## config.mk

```make
export PLATFORM = sky130hd
export DESIGN_NAME = melody_sequencer
export DESIGN_NICKNAME = d
export VERILOG_FILES = /design/src/rtl/melody_sequencer.sv
export SDC_FILE = /design/constraint.sdc
export NUM_CORES = 1
export LEC_CHECK = 0
export CORE_AREA = 2 2 69 136
export CTS_CLUSTER_SIZE = 12
export DETAILED_ROUTE_END_ITERATION = 12
export DIE_AREA = 0 0 71 138
export PLACE_DENSITY = 0.72
export SLEW_MARGIN = 40
export SYNTH_ARGS = -nofsm -noshare
export SYNTH_HDL_FRONTEND = slang
export SYNTH_SLANG_ARGS = --single-unit
```

## constraint.sdc

```tcl
create_clock -name clk -period 7.9 [get_ports clk]
set_clock_uncertainty 0.1 [all_clocks]
set_input_delay 1.185 -clock clk [delete_from_list [all_inputs] [get_ports clk]]
set_output_delay 1.185 -clock clk [all_outputs]
set_load 0.05 [all_outputs]
```

## src/rtl/melody_sequencer.sv

```systemverilog
// Purpose : walks the score ROM and drives tone half-period / enable for the beeper tone generator.
// Latency : start sampled at edge k -> LOAD after k, first pitched note sounds after k+1.
// Backpr. : none; start ignored while busy, stop aborts from any state. Option macro: MELODY_LOOP_EN.
module melody_sequencer #(
  parameter int BEAT_CYCLES = 12500000,
  parameter int GAP_CYCLES  = 1250000,
  parameter int NOTE_COUNT  = 16,
  parameter int REPEAT      = 1
) (
  input  logic        clk,
  input  logic        rst_n,
  input  logic        start,
  input  logic        stop,
  output logic [16:0] half_period,
  output logic        tone_en,
  output logic [3:0]  note_idx,
  output logic        busy,
  output logic        done
);

  localparam logic [2:0] S_IDLE = 3'd0;
  localparam logic [2:0] S_LOAD = 3'd1;
  localparam logic [2:0] S_PLAY = 3'd2;
  localparam logic [2:0] S_GAP  = 3'd3;
  localparam logic [2:0] S_DONE = 3'd4;

  localparam logic [25:0] BEAT_LAST = 26'(BEAT_CYCLES - 1);
  localparam logic [25:0] GAP_LAST  = 26'(GAP_CYCLES - 1);
  localparam logic [3:0]  LAST_IDX  = 4'(NOTE_COUNT - 1);

  logic [2:0]  state;
  logic [25:0] clk_cnt;
  logic [2:0]  beat_cnt;
  logic [2:0]  cur_dur;
  logic [6:0]  rom_q;
  logic [3:0]  rom_pitch;
  logic [2:0]  rom_dur;
  logic        eop_take;
  logic        last_pass;

  // Default score: entries 0..13 climb pitch 1..14 for one beat, 14 ends the score.
  function automatic logic [6:0] rom_entry(input logic [3:0] idx);
    logic [6:0] e;
    e = 7'd0;
    if (idx <= 4'd13) e = {idx + 4'd1, 3'd1};
    return e;
  endfunction

  // Pitch code to tone generator compare value; rests and the reserved code give silence.
  function automatic logic [16:0] pitch_hp(input logic [3:0] p);
    logic [16:0] hp;
    case (p)
      4'd1:    hp = 17'd127552;
      4'd2:    hp = 17'd113636;
      4'd3:    hp = 17'd101236;
      4'd4:    hp = 17'd95548;
      4'd5:    hp = 17'd85136;
      4'd6:    hp = 17'd75838;
      4'd7:    hp = 17'd67567;
      4'd8:    hp = 17'd63776;
      4'd9:    hp = 17'd56818;
      4'd10:   hp = 17'd50607;
      4'd11:   hp = 17'd47778;
      4'd12:   hp = 17'd42553;
      4'd13:   hp = 17'd37936;
      4'd14:   hp = 17'd33783;
      default: hp = 17'd0;
    endcase
    return hp;
  endfunction

  assign rom_q     = rom_entry(note_idx);
  assign rom_pitch = rom_q[6:3];
  assign rom_dur   = rom_q[2:0];

  // End of a pass: end marker seen in LOAD, or gap of the last ROM slot finished.
  assign eop_take = !stop &&
                    (((state == S_LOAD) && (rom_dur == 3'd0)) ||
                     ((state == S_GAP) && (clk_cnt == GAP_LAST) && (note_idx == LAST_IDX)));

`ifndef MELODY_LOOP_EN
  logic [7:0] pass_cnt;

  assign last_pass = ((32'(pass_cnt) + 32'd1) >= 32'(REPEAT));

  // Pass counter: cleared when idle or aborted, bumped at each non-final end of pass.
  always_ff @(posedge clk or negedge rst_n) begin
    if (!rst_n)                      pass_cnt <= 8'd0;
    else if (stop || state == S_IDLE) pass_cnt <= 8'd0;
    else if (eop_take && !last_pass) pass_cnt <= pass_cnt + 8'd1;
  end
`else
  // Looping build: a pass never counts as the last one, so DONE is unreachable.
  assign last_pass = 1'b0;
`endif

  // Sequencer FSM with registered outputs; stop overrides everything.
  always_ff @(posedge clk or negedge rst_n) begin
    if (!rst_n) begin
      state       <= S_IDLE;
      clk_cnt     <= 26'd0;
      beat_cnt    <= 3'd0;
      cur_dur     <= 3'd0;
      half_period <= 17'd0;
      tone_en     <= 1'b0;
      note_idx    <= 4'd0;
      busy        <= 1'b0;
      done        <= 1'b0;
    end else begin
      done <= 1'b0;
      if (stop) begin
        state       <= S_IDLE;
        clk_cnt     <= 26'd0;
        beat_cnt    <= 3'd0;
        half_period <= 17'd0;
        tone_en     <= 1'b0;
        note_idx    <= 4'd0;
        busy        <= 1'b0;
      end else begin
        case (state)
          S_IDLE: begin
            if (start) begin
              state    <= S_LOAD;
              note_idx <= 4'd0;
              busy     <= 1'b1;
            end
          end
          S_LOAD: begin
            if (eop_take) begin
              if (last_pass) begin
                state <= S_DONE;
                done  <= 1'b1;
              end else begin
                state    <= S_LOAD;
                note_idx <= 4'd0;
              end
            end else begin
              state       <= S_PLAY;
              cur_dur     <= rom_dur;
              half_period <= pitch_hp(rom_pitch);
              tone_en     <= (rom_pitch != 4'd0) && (rom_pitch != 4'hF);
              clk_cnt     <= 26'd0;
              beat_cnt    <= 3'd0;
            end
          end
          S_PLAY: begin
            if (clk_cnt == BEAT_LAST) begin
              clk_cnt <= 26'd0;
              if (beat_cnt == cur_dur - 3'd1) begin
                state       <= S_GAP;
                tone_en     <= 1'b0;
                half_period <= 17'd0;
              end else begin
                beat_cnt <= beat_cnt + 3'd1;
              end
            end else begin
              clk_cnt <= clk_cnt + 26'd1;
            end
          end
          S_GAP: begin
            if (clk_cnt == GAP_LAST) begin
              clk_cnt <= 26'd0;
              if (eop_take) begin
                if (last_pass) begin
                  state <= S_DONE;
                  done  <= 1'b1;
                end else begin
                  state    <= S_LOAD;
                  note_idx <= 4'd0;
                end
              end else begin
                state    <= S_LOAD;
                note_idx <= note_idx + 4'd1;
              end
            end else begin
              clk_cnt <= clk_cnt + 26'd1;
            end
          end
          S_DONE: begin
            state    <= S_IDLE;
            busy     <= 1'b0;
            note_idx <= 4'd0;
          end
          default: begin
            state <= S_IDLE;
            busy  <= 1'b0;
          end
        endcase
      end
    end
  end

endmodule
```

After elaboration in Yosys (flattened, before gate mapping)
Memory sizes are Yosys's and may differ from the RTL's.
Cells that the tools add are included.
{ "word_totals": {"input_bits": 4, "romBits": 272, "register_bits": 67, "out_inout_bits": 24, "word_cells": 110, "memories": 1} }
{ "mem_list": {"columns": ["name", "depth", "word_bits", "rd", "rd_ports_with_merged_regs", "wr", "line_no", "rtl"], "rows": [
  ["(name not given)", 16, 17, 1, 0, 0, "52", "case (p)"]
]} }
{ "classes": {"n_reduce_logical": 25, "bitwise_logic": 2, "add_sub_neg": 6, "eq_ne": 17, "order_cmp": 2, "n_mux": 47} }
{ "ops": {"columns": ["cell", "count"], "rows": [
  ["$mux 26", 4],
  ["$pmux 26 s3", 1],
  ["$mux 17", 4],
  ["$mux 3", 12],
  ["$pmux 17 s2", 1],
  ["$add 26x1->26 const B", 1],
  ["$eq 26x21->1 const B", 1],
  ["$eq 26x24->1 const B", 1],
  ["$mux 4", 6],
  ["$ne 3x3->1 const B", 6],
  ["$mux 8", 2],
  ["$pmux 4 s4", 1],
  ["$reduce_and 4->1", 4],
  ["$pmux 3 s4", 1],
  ["$mux 1", 10],
  ["$add 8x1->9 const B", 1],
  ["$ge 9x1->1 const B", 1],
  ["$add 8x1->8 const B", 1],
  ["$reduce_bool 4->1", 2],
  ["$mux 7", 1],
  ["$eq 3x2->1 const B", 2],
  ["$logic_and 1x1->1", 6],
  ["$logic_not 3->1", 2],
  ["$pmux 1 s2", 3],
  ["21 further kinds", 25]
]} }

Logic depth before layout (Yosys ltp)
{ "logic_depth": {"ltp_word": 10, "mapped_depth": 12, "ltp_nobuf": 10} }

Worst setup path before layout
No wires, ideal clock.
{ "synth_path": {"path_kind": "register -> register", "start": "register note_idx[0]", "end": "register clk_cnt[12]", "synth_period_minus_slack_ps": 3023, "path_buffers": 3, "arrival_time_ps": 2798, "setup_slack_ps": 4877, "setup_time_ps": 125, "path_stages_with_launch": 12, "path_cell_list": "dfrtp_1 -> clkbuf_1 -> inv_1 -> ha_1 -> nand4bb_1 -> buf_2 -> a211oi_1 -> clkbuf_1 -> nor3_1 -> nand3_1 -> xor2_1 -> nor2_1"} }
{ "synth_via": {"elab_chain_cells": 8} }
{ "synth_rtl": {"columns": ["item", "line_no", "rtl"], "rows": [
  ["from (decl)", "16", "output logic [3:0] note_idx,"],
  ["from (signal assigned)", "173", "note_idx <= note_idx + 4'd1;"],
  ["$le 4x4->1", "45", "if (idx <= 4'd13) e = {idx + 4'd1, 3'd1};"],
  ["$mux 7", "45", null],
  ["$logic_not 3->1", "78", "(((state == S_LOAD) && (rom_dur == 3'd0)) ||"],
  ["$logic_and 1x1->1", "78", null],
  ["$logic_or 1x1->1 (*)", "78", null],
  ["$logic_and 1x1->1 (*)", "77", "assign eop_take = !stop &&"],
  ["$ne 3x3->1 (no source line) (*)", null, null],
  ["$reduce_and 2->1 (no source line) (*)", null, null],
  ["to (signal assigned)", "157", "clk_cnt <= clk_cnt + 26'd1;"],
  ["to (signal assigned)", "176", "clk_cnt <= clk_cnt + 26'd1;"],
  ["to (decl)", "32", "logic [25:0] clk_cnt;"]
]} }
Every way passes the cells marked *; elsewhere a longest branch is shown, timed or not.
A chain may end at the register's enable or synchronous reset.

Final worst setup path
{ "layout_path": {"start": "input port stop", "end": "register clk_cnt[25]"} }
{ "layout_via": {"elab_chain_cells": 4} }
{ "layout_rtl": {"columns": ["item", "line_no", "rtl"], "rows": [
  ["from (decl)", "13", "input logic stop,"],
  ["$logic_not 1->1", "77", null],
  ["$logic_and 1x1->1", "77", null],
  ["$ne 3x3->1 (no source line)", null, null],
  ["$reduce_and 2->1 (no source line)", null, null]
]} }
Parallel ways exist; a longest one is shown, timed or not.

==> results.sh <==
export IMPL_crit_type="in -> reg"
export IMPL_rows=49
export IMPL_cts_buffers=9
export IMPL_netlist_instances=429
export IMPL_grt_max_degree=66
export IMPL_fp_coreArea_sq_mm=0.00889
export IMPL_dr_pass1_iters=5
export IMPL_cp_endpoint="clk_cnt[25]"
export IMPL_required_ps=7990
export IMPL_avgRoutedWirePerCell_um=16.3
export IMPL_synthFlopType="dfrtp_1"
export IMPL_wl_met1_um=3320
export IMPL_grt_usage_pct=19.6
export IMPL_worstReg2RegStart="note_idx[0]"
export IMPL_nFillCells=820
export IMPL_ys_ff_latch=65
export IMPL_cap_violations=0
export IMPL_clkPwrFrac_pct=31.4
export IMPL_p_sw_mw=0.434
export IMPL_setup_tns_ps=0
export IMPL_io_pins=28
export IMPL_via_per_inst=5.93
export IMPL_cts_sinks=65
export IMPL_syn_nets=444
export IMPL_portBuffers=27
export IMPL_final_hold_viol_count=0
export IMPL_setup_slack_ps=4550
export IMPL_seqPwrFrac_pct=34.4
export IMPL_antenna_found_initial=0
export IMPL_wirelength_um=9110
export IMPL_met3_length_um=414
export IMPL_nets=468
export IMPL_gp_congestion=0.867
export IMPL_syn_area_sq_mm=0.00383
export IMPL_p_comb_share_pct=34.2
export IMPL_r2r_slack_ps=4690
export IMPL_drc=0
export IMPL_clock_latency_ps=340
export IMPL_crit_chain="clkdlybuf4s50_1, a211oi_1, buf_4, nor4_2, nand4_1, xor2_1, nor2_1"
export IMPL_p_leak_nw=1.83
export IMPL_cellPowerDensity_mw_per_mm2=264
export IMPL_initial_core_util_pct=43.0
export IMPL_final_layout_size_suffix_gt1_share_pct=8.52
export IMPL_max_slew_margin_pct=45.9
export IMPL_dieHeight_um=138
export IMPL_routed_top_layer="met4"
export IMPL_outcome="complete, no violations"
export IMPL_cp_startpoint="stop"
export IMPL_htreeDepth=3
export IMPL_post_cts_resized=0
export IMPL_rsz0062_at_grt="no"
export IMPL_ant_nets=0
export IMPL_dieArea_sq_mm=0.00980
export IMPL_crit_buf_inv=2
export IMPL_cts_setup_buffers=0
export IMPL_fmax_mhz=298
export IMPL_tightest_slew_ps=802
export IMPL_cts_path_max_buffers=2
export IMPL_hold_class="reg -> reg"
export IMPL_slowest_delay_ps=830
export IMPL_grt_overflow_total=0
export IMPL_grt_pass1_wl_um=15100
export IMPL_post_route_period_util_pct=42.5
export IMPL_startpoint_type="input port"
export IMPL_setup_viol=0
export IMPL_cpMaxStageDelayCell="clkdlybuf4s50_1"
export IMPL_grt_pass1_vias=3233
export IMPL_rr_worst_depth=9
export IMPL_cts_root_buf="clkbuf_16"
export IMPL_avgSynthCellArea_sq_um=8.92
export IMPL_synthToLayoutAreaGrowth_pct=16.2
export IMPL_antenna_cells=0
export IMPL_cts_tree="done"
export IMPL_critical_path_max_fanout=17
export IMPL_yosysWarnings=0
export IMPL_netSwitchingFraction_pct=37.0
export IMPL_ir_drop_v=0.000111
export IMPL_met2_wirelength_um=4870
export IMPL_p_int_mw=0.739
export IMPL_ys_async_sr_fraction_pct=100
export IMPL_clk_pin_slew_ps=50
export IMPL_dp_slack_ps=4230
export IMPL_drtIter0Drc=267
export IMPL_die_w_um=71
export IMPL_vias=3323
export IMPL_ys_seq_area_share_pct=42.5
export IMPL_cp_end_kind="flop"
export IMPL_cp_data_arrival_time_ps=3440
export IMPL_path_depth=7
export IMPL_timing_rr_end="clk_cnt[25]"
export IMPL_hpwl_um=6740
export IMPL_synth_edff_count=0
export IMPL_critPathTopFamily="buffers and inverters"
export IMPL_final_max_slew_viol_count=0
export IMPL_synth_cell_types=63
export IMPL_min_period_ps=3350
export IMPL_hold_buffers=0
layout by cell type (no fill, tap or decap), drive strengths merged, types with 3 or more instances in the layout:
cell and count:
a31oi 9, a211oi 4, nor3 13, and4 4
or2 3, and3 4, xnor2 4, a22o 5
or3 3, or4 3, clkbuf 14, nor4 7
inv 26, nor2b 3, nand2 34, o21ai 22
clkdlybuf4s50 26, a21oi 17, o2bb2ai 5, mux2 11
nor2 62, nand4 11, nand3 17, buf 5
nand2b 8, a21o 4, xor2 15, ha 11
o22ai 7, dfrtp 65
how the worst min path moves through the flow:
stage	startpoint	to	slack, ps	cells past startpoint
5_1_grt	pass_cnt[3]	pass_cnt[3]	410	2
4_1_cts	pass_cnt[4]	pass_cnt[4]	390	2
3_5_place_dp	pass_cnt[4]	pass_cnt[4]	380	2
3_3_place_gp	pass_cnt[4]	pass_cnt[4]	380	2
2_1_floorplan	cur_dur[0]	cur_dur[0]	350	1
6_report	pass_cnt[4]	pass_cnt[4]	390	2
power groups by stage:
stage          clock [mW]  combinational, mW  sequential (mW)
2_1_floorplan           0              0.210            0.486
3_3_place_gp            0              0.392            0.408
3_5_place_dp            0              0.398            0.408
4_1_cts             0.376              0.399            0.403
5_1_grt             0.392              0.431            0.410
6_report            0.368              0.402            0.403
area by class of cell:
class                      count  area (sq um)  area share (%)
multi-input combinational    320          2020            45.4
sequential                    65          1630            36.6
timing repair buffer          31           299            6.72
clock buffer                  14           264            5.94
tap                          102           128            2.87
inverter                      26          97.6            2.19
clock inverter                 2          12.5           0.281
synth_stat cells, drive strengths merged, types with 3 or more instances:
cell type | instances | area (sq um)
dfrtp | 65 | 1630
nor2 | 62 | 235
nand2 | 34 | 128
inv | 26 | 97.6
o21ai | 22 | 110
a21oi | 17 | 85.1
nand3 | 17 | 85.1
xor2 | 15 | 131
nor3 | 13 | 65.1
ha | 11 | 138
mux2 | 11 | 135
nand4 | 11 | 68.8
buf | 10 | 71.3
a31oi | 9 | 56.3
clkbuf | 8 | 30.0
nand2b | 8 | 50.1
nor4 | 7 | 43.8
o22ai | 7 | 43.8
a22o | 5 | 43.8
o2bb2ai | 5 | 43.8
a211oi | 4 | 30.0
a21o | 4 | 30.0
and3 | 4 | 25.0
and4 | 4 | 35.0
xnor2 | 4 | 35.0
nor2b | 3 | 18.8
or2 | 3 | 18.8
or3 | 3 | 18.8
or4 | 3 | 26.3
per-layer routing:
layer  vias to the layer above  track usage [%]
li1                       1582                -
met1                      1576             19.6
met2                       130             34.9
met3                        35             4.23
met4                         0             13.2
met5                         -                0
per-stage QoR:
step | std cells | area (sq um) | util, % | power (mW) | hold WS, ps
3_5_place_dp | 544 | 4160 | 46.8 | 0.806 | 385
3_3_place_gp | 544 | 4150 | 46.7 | 0.800 | 382
4_1_cts | 560 | 4440 | 49.9 | 1.18 | 393
6_report | 560 | 4450 | 50.0 | 1.17 | 390
2_1_floorplan | 429 | 3830 | - | 0.696 | 349
5_1_grt | 560 | 4450 | 50.0 | 1.23 | 405
cells by family (layout without fill, tap and decap cells):
kind of cell               Yosys count  count (layout)  share of synthesized area, %
xor gates and xnor gates            19              19                          4.35
adders and majority gates           11              11                          3.60
buffers and inverters               44              73                          5.20
muxes                               12              12                          3.79
DFF                                 65              65                          42.5
and+or+nand+nor                    182             182                          23.7
AOI/OAI and AO/OA                   96              96                          16.9
sequential cells by signal, indices dropped and copies added, names as in the netlist:
signal / cells
tone_en: 1
busy: 1
note_idx: 4
half_period: 17
clk_cnt: 26
cur_dur: 1
state: 3
pass_cnt: 8
beat_cnt: 3
done: 1
worst min-delay path, stage by stage, from the launching register on:
cell and delay [ps]:
dfrtp_1 370, inv_1 50, nor2_1 40
(Power assumes the default switching activity.)
